**src/rtl/program_counter_if.sv**
```systemverilog
// rtl/program_counter_if.sv - control/address bundle between PC controller and PC register stage
// Optional cycle_cnt signal exists only when PC_CYCLE_CNT_EN is defined.
interface program_counter_if #(
    parameter int D = 12
`ifdef PC_CYCLE_CNT_EN
    , parameter int CNT_W = 16
`endif
);
    logic         start;
    logic         stall;
    logic         halt;
    logic         branch_en;
    logic [D-1:0] target;
    logic [D-1:0] prog_ctr;
    logic         running;
    logic         done;
`ifdef PC_CYCLE_CNT_EN
    logic [CNT_W-1:0] cycle_cnt;

    modport master (
        output start, stall, halt, branch_en, target,
        input  prog_ctr, running, done, cycle_cnt
    );
    modport slave (
        input  start, stall, halt, branch_en, target,
        output prog_ctr, running, done, cycle_cnt
    );
`else
    modport master (
        output start, stall, halt, branch_en, target,
        input  prog_ctr, running, done
    );
    modport slave (
        input  start, stall, halt, branch_en, target,
        output prog_ctr, running, done
    );
`endif
endinterface

```
**src/rtl/program_counter.sv**
```systemverilog
// rtl/program_counter.sv - run/halt program-counter register stage with signed branch offsets
// Optional saturating executed-cycle counter enabled by PC_CYCLE_CNT_EN.
module program_counter #(
    parameter int D = 12
`ifdef PC_CYCLE_CNT_EN
    , parameter int CNT_W = 16
`endif
) (
    input  logic               Clk,
    input  logic               Reset,
    program_counter_if.slave   pc_if
);

    typedef enum logic [1:0] {
        S_IDLE = 2'd0,
        S_RUN  = 2'd1,
        S_DONE = 2'd2
    } state_e;

    state_e       state_q, state_d;
    logic [D-1:0] pc_q, pc_d;

    always_ff @(posedge Clk or posedge Reset) begin
        if (Reset) begin
            state_q <= S_IDLE;
            pc_q    <= '0;
        end else begin
            state_q <= state_d;
            pc_q    <= pc_d;
        end
    end

    // Unsigned add of the two's-complement offset gives the modulo-2^D signed result.
    always_comb begin
        state_d = state_q;
        pc_d    = pc_q;
        case (state_q)
            S_IDLE: begin
                if (pc_if.start) begin
                    state_d = S_RUN;
                    pc_d    = '0;
                end
            end
            S_RUN: begin
                if (!pc_if.stall) begin
                    if (pc_if.halt) begin
                        state_d = S_DONE;
                    end else if (pc_if.branch_en) begin
                        pc_d = pc_q + pc_if.target;
                    end else begin
                        pc_d = pc_q + {{(D-1){1'b0}}, 1'b1};
                    end
                end
            end
            S_DONE: begin
                if (pc_if.start) begin
                    state_d = S_RUN;
                    pc_d    = '0;
                end
            end
            default: begin
                state_d = S_IDLE;
                pc_d    = '0;
            end
        endcase
    end

    assign pc_if.prog_ctr = pc_q;
    assign pc_if.running  = (state_q == S_RUN);
    assign pc_if.done     = (state_q == S_DONE);

`ifdef PC_CYCLE_CNT_EN
    logic [CNT_W-1:0] cnt_q, cnt_d;

    always_ff @(posedge Clk or posedge Reset) begin
        if (Reset) begin
            cnt_q <= '0;
        end else begin
            cnt_q <= cnt_d;
        end
    end

    // The halting edge is an executed cycle, so it counts as well.
    always_comb begin
        cnt_d = cnt_q;
        if ((state_q != S_RUN) && pc_if.start) begin
            cnt_d = '0;
        end else if ((state_q == S_RUN) && !pc_if.stall && (cnt_q != {CNT_W{1'b1}})) begin
            cnt_d = cnt_q + {{(CNT_W-1){1'b0}}, 1'b1};
        end
    end

    assign pc_if.cycle_cnt = cnt_q;
`endif

endmodule
```
**src/flat_wrapper.sv**
```systemverilog
// flat-port wrapper written by rule: the top's interface ports become plain ports
module program_counter_flat 
#(
    parameter int D = 12

)
  (Clk, Reset, pc_if_start, pc_if_stall, pc_if_halt, pc_if_branch_en, pc_if_target, pc_if_prog_ctr, pc_if_running, pc_if_done);
  program_counter_if #(.D(D)) pc_if_i ();
  input  logic Clk;
  input  logic Reset;
  input wire logic [$bits(pc_if_i.start)-1:0] pc_if_start;
  input wire logic [$bits(pc_if_i.stall)-1:0] pc_if_stall;
  input wire logic [$bits(pc_if_i.halt)-1:0] pc_if_halt;
  input wire logic [$bits(pc_if_i.branch_en)-1:0] pc_if_branch_en;
  input wire logic [$bits(pc_if_i.target)-1:0] pc_if_target;
  output wire logic [$bits(pc_if_i.prog_ctr)-1:0] pc_if_prog_ctr;
  output wire logic [$bits(pc_if_i.running)-1:0] pc_if_running;
  output wire logic [$bits(pc_if_i.done)-1:0] pc_if_done;
  assign pc_if_i.start = pc_if_start;
  assign pc_if_i.stall = pc_if_stall;
  assign pc_if_i.halt = pc_if_halt;
  assign pc_if_i.branch_en = pc_if_branch_en;
  assign pc_if_i.target = pc_if_target;
  assign pc_if_prog_ctr = pc_if_i.prog_ctr;
  assign pc_if_running = pc_if_i.running;
  assign pc_if_done = pc_if_i.done;
  program_counter #(.D(D)) u_core (.Clk(Clk), .Reset(Reset), .pc_if(pc_if_i));
endmodule
```
**config.mk**
```make
export PLATFORM = sky130hd
export DESIGN_NAME = program_counter_flat
export DESIGN_NICKNAME = d
export VERILOG_FILES = /design/src/rtl/program_counter_if.sv /design/src/rtl/program_counter.sv /design/src/flat_wrapper.sv
export SDC_FILE = /design/constraint.sdc
export NUM_CORES = 1
export LEC_CHECK = 0
export CORE_MARGIN = 4
export CORE_UTILIZATION = 52
export DETAILED_ROUTE_END_ITERATION = 16
export PLACE_DENSITY_LB_ADDON = 0.08
export SLEW_MARGIN = 25
export SYNTH_ARGS = -nofsm -noshare
export SYNTH_HDL_FRONTEND = slang
export SYNTH_SLANG_ARGS = --single-unit
```
**constraint.sdc**
```tcl
create_clock -name Clk -period 4.85 [get_ports Clk]
set_input_delay 0.97 -clock Clk [delete_from_list [all_inputs] [get_ports Clk]]
set_output_delay 0.97 -clock Clk [all_outputs]
set_load 0.05 [all_outputs]
```
* After elaboration in Yosys (flattened, before gate mapping)
Index checks and enable logic that the tools add are counted.
** Storage, ports and cells
- Output and inout bits :: 14
- Word-level logic and storage cells :: 23
- Bits in registers :: 14
** Cells by class
- Add/subtract/negate cells :: 2
- Multiplexer cells :: 9
- Eq/ne operators :: 6
- Reduce and logical (&&, ||, !) cells :: 4
** Operators by type and width (number)
- $mux 12 :: 4
- $pmux 12 s2 :: 1
- $add 12x1->12 const B :: 1
- $add 12x12->12 :: 1
- $mux 2 :: 3
- $ne 2x2->1 const B :: 3
- $reduce_and 3->1 :: 2
- $pmux 2 s2 :: 1
- $eq 2x1->1 const B :: 1
- $eq 2x2->1 const B :: 1
- $logic_not 2->1 :: 1
- $ne 2x1->1 const B :: 1
- $reduce_or 2->1 :: 1

* Longest topological paths before layout
Gate-level depths: netlist of run 1.
- Depth after elaboration :: 5
- Depth in mapped cells :: 9
- Gate-level depth less buffers :: 8

* Least setup slack after synthesis of run 1
OpenSTA, ideal clock, no wires.
- Path kind :: input port to flip-flop
- Start :: input pc_if_target[0]
- End :: register u_core.pc_q[10], in the netlist u_core.pc_if.prog_ctr[10]
- Required time :: 4780 ps
- Arrival time :: 2597 ps
- Slack :: 2183 ps
- Cell stages on the path :: 8
- Path through :: nand2b_1 -> ha_1 -> fa_1 -> a21oi_2 -> o21ai_2 -> a22o_4 -> or3_1 -> nand3_1
** On the way
- Longest elaborated chain between the ends :: 5
** RTL lines
- start: declaration :: RTL line flat_wrapper.sv:15 : input wire logic [$bits(pc_if_i.target)-1:0] pc_if_target;
- $add 12x12->12 :: RTL line program_counter.sv:49 : pc_d = pc_q + pc_if.target;
- $mux 12 :: RTL line program_counter.sv:48 : end else if (pc_if.branch_en) begin
- $mux 12 :: RTL line program_counter.sv:46 : if (pc_if.halt) begin
- $mux 12 :: RTL line program_counter.sv:45 : if (!pc_if.stall) begin
- $pmux 12 s2 :: RTL line program_counter.sv:37 : case (state_q)
- end signal: assignment :: RTL line program_counter.sv:29 : pc_q <= pc_d;
- end: declaration :: RTL line program_counter.sv:21 : logic [D-1:0] pc_q, pc_d;
Every way passes these cells. The select of a mux whose other input is x is not followed.
A chain may end at the register's enable or synchronous reset.

* Worst setup path after layout of run 1
- Start :: input pc_if_branch_en
- End :: register u_core.pc_q[10], in the netlist u_core.pc_if.prog_ctr[10]
** On the way
- Longest elaborated chain between the ends :: 4
** RTL lines
- start: declaration :: RTL line flat_wrapper.sv:14 : input wire logic [$bits(pc_if_i.branch_en)-1:0] pc_if_branch_en;
- $mux 12 :: RTL line program_counter.sv:48
- $mux 12 :: RTL line program_counter.sv:46
- $mux 12 :: RTL line program_counter.sv:45
- $pmux 12 s2 :: RTL line program_counter.sv:37
Every way passes these cells. The select of a mux whose other input is x is not followed.

==> results.json, run 1 <==
{
  "die_area_mm2": 0.00317,
  "dr_wl_met3_um": 227,
  "maxCapViolations": 0,
  "ys_ff_latch": 14,
  "rsz0062_at_grt": "no",
  "worst_pin_slew_ns": 0.654,
  "fin_nets": 196,
  "grt_pass1_vias": 1095,
  "crit_required_ns": 5.08,
  "dr.pass1.iters": 4,
  "yosys-top-cells-area": "dfrtp_1, ha_1, and2_1",
  "post-cts-setup-buffers": 0,
  "clockBufferDepth": 2,
  "drt_wl_total_um": 2910,
  "power.density_mw_per_mm2": 493,
  "drive_gt1_share_pct": 10.9,
  "r2r-start": "u_core.pc_if.prog_ctr[0]",
  "wl_met1_um": 1240,
  "pre_cts_slack_ns": 1.41,
  "root_buffer": "clkbuf_4",
  "yosysSeqAreaShare_pct": 28.9,
  "reg2reg_depth": 7,
  "ios": 32,
  "hold_viol": 0,
  "drt-initial-drc-count": 44,
  "fin_crit_ns": 3.14,
  "final_common_cell": "clkdlybuf4s50_1",
  "placementRows": 17,
  "clock-sinks": 14,
  "crit_arrival_ns": 3.38,
  "startpoint": "pc_if_branch_en",
  "highest_layer": "met4",
  "drc_errors": 0,
  "detail_route.wl_per_cell_um": 15.1,
  "maxSlewHeadroom_pct": 56.2,
  "cts_hold_buf": 0,
  "status": "completed",
  "max_freq_mhz": 318,
  "ys.flop_type": "dfrtp_1",
  "crit_type": "in2reg",
  "grt_overflow": 0,
  "holdWs_ns": 0.524,
  "cts_buffers": 3,
  "grt_max_degree": 15,
  "clk_pin_slew_ns": 0.10,
  "yosys.area.top_type": "dfrtp_1",
  "irDropWorstVdd_mv": 0.377,
  "syn_to_final_growth_pct": 29.1,
  "htree_num_levels": 1,
  "avgSynthCellArea_um2": 8.91,
  "synth_nets": 166,
  "ant_nets": 0,
  "cts_tree": "yes",
  "finalSetupTns_ns": 0,
  "postCtsResizedCells": 0,
  "worstSkewPairLatency_ns": 0.29,
  "place.port_buffers": 31,
  "netlist_instances": 136,
  "yosys_warnings": 0,
  "p_leak_nw": 0.671,
  "synth_top_area_share_pct": 28.9,
  "async_flop_share_pct": 100,
  "grt_first_pass_wirelength_um": 4840,
  "crit_fanout": 12,
  "num_vias": 1121,
  "final_cell_mix": "clkdlybuf4s50_1, nand2_1, dfrtp_1",
  "synth-edff-count": 0,
  "end_kind": "register",
  "placed_cells": 189,
  "hp-class": "reg2reg",
  "min_period_over_period_pct": 64.8,
  "antenna_found_initial": 0,
  "core-area_mm2": 0.00221,
  "track_usage_pct": 19.4,
  "vias_per_cell": 5.81,
  "antenna_cells": 0,
  "die_x_um": 56.3,
  "fin_skew_ns": 0.00930,
  "fin_ws_ns": 1.71,
  "wl_met2_um": 1400,
  "netlist_area_mm2": 0.00121,
  "layout.cells.non_filler": 193,
  "fp.dieH_um": 56.3,
  "slew_viol_final": 0,
  "cp-start-kind": "input pin",
  "setup_violations": 0,
  "yosys.cell_types.count": 45,
  "start_util_pct": 54.8,
  "gp_congestion": 0.919,
  "crit_path_end": "u_core.pc_if.prog_ctr[10]",
  "dp_hpwl_um": 2240,
  "reg2reg_slack_ns": 2.76,
  "r2r-end": "u_core.pc_if.prog_ctr[10]",
  "final_util_pct": 70.8
}
-- per-layer routing --
metal | GRT usage (%) | vias up
met5 | 0 | -
met4 | 6.10 | 0
met3 | 3.45 | 5
met2 | 33.9 | 46
met1 | 24.0 | 517
li1 | - | 553
-- report_power, final --
part           leakage (nW)  switching [W]  internal (W)
combinational         0.462       0.000312      0.000178
sequential            0.189      0.0000405      0.000154
clock                0.0210      0.0000418     0.0000457
-- layout make-up --
type / instances / area, um2
clock buffers: 4 / 36.3
multi-input cells: 113 / 822
flip-flops and latches: 14 / 350
well taps: 28 / 35.0
repair buffers: 31 / 310
inverters: 3 / 11.3
fillers: 178 / 647
-- critical path: stages --
cell,delay [ns]
clkdlybuf4s50_1,0.69
nand2b_1,0.11
ha_1,0.23
fa_1,0.42
a21oi_2,0.18
o21ai_2,0.09
a22o_4,0.24
or3_1,0.37
nand3_1,0.07
-- worst min-delay path by stage --
stage,start,depth (start not counted),to
floorplan,u_core.state_q[0],1,u_core.state_q[0]
global placement,u_core.pc_if.prog_ctr[4],2,u_core.pc_if.prog_ctr[4]
detailed placement,u_core.pc_if.prog_ctr[3],2,u_core.pc_if.prog_ctr[3]
CTS,u_core.pc_if.prog_ctr[3],2,u_core.pc_if.prog_ctr[3]
global route,u_core.pc_if.prog_ctr[4],2,u_core.pc_if.prog_ctr[4]
finish,u_core.pc_if.prog_ctr[3],2,u_core.pc_if.prog_ctr[3]
-- cells in the mapped netlist (2+ instances only) --
master    count
a21oi_1       7
nor2b_1       2
ha_1         11
o31ai_1       2
o22ai_1       2
o21ai_1       4
nor3_1        4
o21ai_2       2
a211oi_1      3
o21ai_0       2
xnor2_1       2
xor2_1        4
a22o_1        3
dfrtp_1      14
a21oi_2       3
nor2_1        6
inv_1         2
nand3_1       5
buf_2         4
and2_1       11
nand2_1      17
nand4_1       2
o211ai_1      2
-- cells by family after synthesis --
| family | Yosys count | synth area share, % |
|---|---|---|
| DFF | 14 | 28.9 |
| buffers and inverters | 9 | 3.82 |
| adders and majority gates | 12 | 13.0 |
| and+or+nand+nor | 57 | 26.5 |
| xor gates and xnor gates | 6 | 4.33 |
| muxes | 1 | 0.826 |
| AOI/OAI and AO/OA | 37 | 22.6 |
-- registers in the layout, indices dropped and copies added (netlist names) --
register,flops
u_core.pc_if.prog_ctr,12
u_core.state_q,2
-- through the flow --
stage / instance area (um2) / power (W)
after global placement: 1520 / 0.000671
after global routing: 1570 / 0.000820
after detailed placement: 1530 / 0.000685
after floorplan: 1210 / 0.000543
final: 1570 / 0.000772
after CTS: 1570 / 0.000773
(Power assumes the default switching activity.)
==> run 2, diff against run 1 <==
Settings changed: CORE_UTILIZATION 52 to 44.
Clock period 4.85 ns to 2.7 ns, I/O delays scaled along.
==> results.json, run 2 (same netlist as run 1, synthesis figures left out) <==
{
  "status": "completed",
  "fin_nets": 207,
  "worst_pin_slew_ns": 0.639,
  "clockBufferDepth": 2,
  "clk_pin_slew_ns": 0.10,
  "final_common_cell": "clkdlybuf4s50_1",
  "htree_num_levels": 1,
  "die_x_um": 60.5,
  "power.density_mw_per_mm2": 869,
  "start_util_pct": 47.6,
  "cts_hold_buf": 0,
  "ios": 32,
  "multi_input_area_um2": 822,
  "final_cell_mix": "clkdlybuf4s50_1, nand2_1, dfrtp_1",
  "dp_hpwl_um": 2500,
  "antenna_found_initial": 0,
  "grt_first_pass_wirelength_um": 5480,
  "drt-initial-drc-count": 30,
  "dpl_cell_area_mm2": 0.00161,
  "end_kind": "register",
  "fin_crit_ns": 2.50,
  "slew_viol_final": 0,
  "root_buffer": "clkbuf_4",
  "holdWs_ns": 0.536,
  "register_area_um2": 350,
  "ant_nets": 0,
  "cts_tree": "yes",
  "gp_congestion": 0.847,
  "pre_cts_slack_ns": -0.0958,
  "maxSlewHeadroom_pct": 57.4,
  "crit_arrival_ns": 2.73,
  "post-cts-setup-buffers": 0,
  "cts_buffers": 3,
  "fillerInstances": 231,
  "vias_per_cell": 5.76,
  "finalInstanceArea_mm2": 0.00165,
  "worstSkewPairLatency_ns": 0.29,
  "die_area_mm2": 0.00366,
  "clock-sinks": 14,
  "rsz0062_at_grt": "no",
  "crit_fanout": 4,
  "largest_reg_flops": 12,
  "fp.dieH_um": 60.5,
  "final_util_pct": 64.8,
  "hold_viol": 0,
  "drt_wl_total_um": 3180,
  "syn_to_final_growth_pct": 36.1,
  "fin_skew_ns": 0.00414,
  "max_freq_mhz": 401,
  "drive_gt1_share_pct": 16.5,
  "irDropWorstVdd_mv": 0.709,
  "fin_ws_ns": 0.204,
  "place.port_buffers": 31,
  "placementRows": 18,
  "maxCapViolations": 0,
  "p_leak_nw": 0.725,
  "drc_errors": 0,
  "crit_required_ns": 2.94,
  "antenna_cells": 0,
  "hp-class": "reg2reg",
  "grt_overflow": 0,
  "grt_max_degree": 15,
  "dr.pass1.iters": 4,
  "min_period_over_period_pct": 92.4,
  "core-area_mm2": 0.00254,
  "track_usage_pct": 19.9,
  "grt_pass1_vias": 1239,
  "num_vias": 1186,
  "cp-start-kind": "input pin",
  "detail_route.wl_per_cell_um": 15.5,
  "setup_violations": 0,
  "postCtsResizedCells": 0,
  "crit_type": "in2reg"
}
## run 2: area by class of cell
type / count / share of cell area [%]
Multi-Input combinational cell: 113 / 49.8
Tap cell: 30 / 2.27
Inverter: 3 / 0.682
Sequential cell: 14 / 21.2
Timing Repair Buffer: 42 / 23.8
Clock buffer: 4 / 2.20
## run 2: per-stage QoR
step | setup TNS, ns | total power [W] | cells
floorplan | 0 | 0.000975 | 136
global placement | -0.0183 | 0.00125 | 202
detailed placement | -0.288 | 0.00127 | 202
CTS | 0 | 0.00144 | 206
global route | 0 | 0.00154 | 206
finish | 0 | 0.00143 | 206
## run 2: worst max-delay path: stages
cell and delay [ns]:
clkdlybuf4s50_1 0.46, buf_4 0.17, and2_1 0.17, fa_1 0.44
a21oi_2 0.20, o21ai_2 0.09, a22o_4 0.23, or3_1 0.36
nand3_1 0.07
## run 2: layer usage
layer,up-vias,GRT usage (%),part of all wire [%]
li1,575,-,-
met1,566,26.5,45
met2,41,33.3,49
met3,4,2.55,5.1
met4,0,7.12,1.0
met5,-,0,0
## run 2: worst paths after layout
path / depth (start not counted) / endpoint / slack (ns) / from
min in group asynchronous: 2 / u_core.pc_if.prog_ctr[2] / 0.61 / Reset
max in group asynchronous: 2 / u_core.state_q[0] / 1.70 / Reset
min reg2reg: 2 / u_core.pc_if.prog_ctr[4] / 0.54 / u_core.pc_if.prog_ctr[4]
max: 9 / u_core.pc_if.prog_ctr[10] / 0.20 / pc_if_branch_en
min: 2 / u_core.pc_if.prog_ctr[4] / 0.54 / u_core.pc_if.prog_ctr[4]
max reg2reg: 7 / u_core.pc_if.prog_ctr[10] / 0.61 / u_core.pc_if.prog_ctr[0]
## run 2: power by group
| part | switching, W | internal, W | total, W |
|---|---|---|---|
| registers | 0.0000763 | 0.000277 | 0.000354 |
| logic | 0.000565 | 0.000349 | 0.000915 |
| clock network | 0.0000836 | 0.0000822 | 0.000166 |
| total | 0.000725 | 0.000709 | 0.00143 |
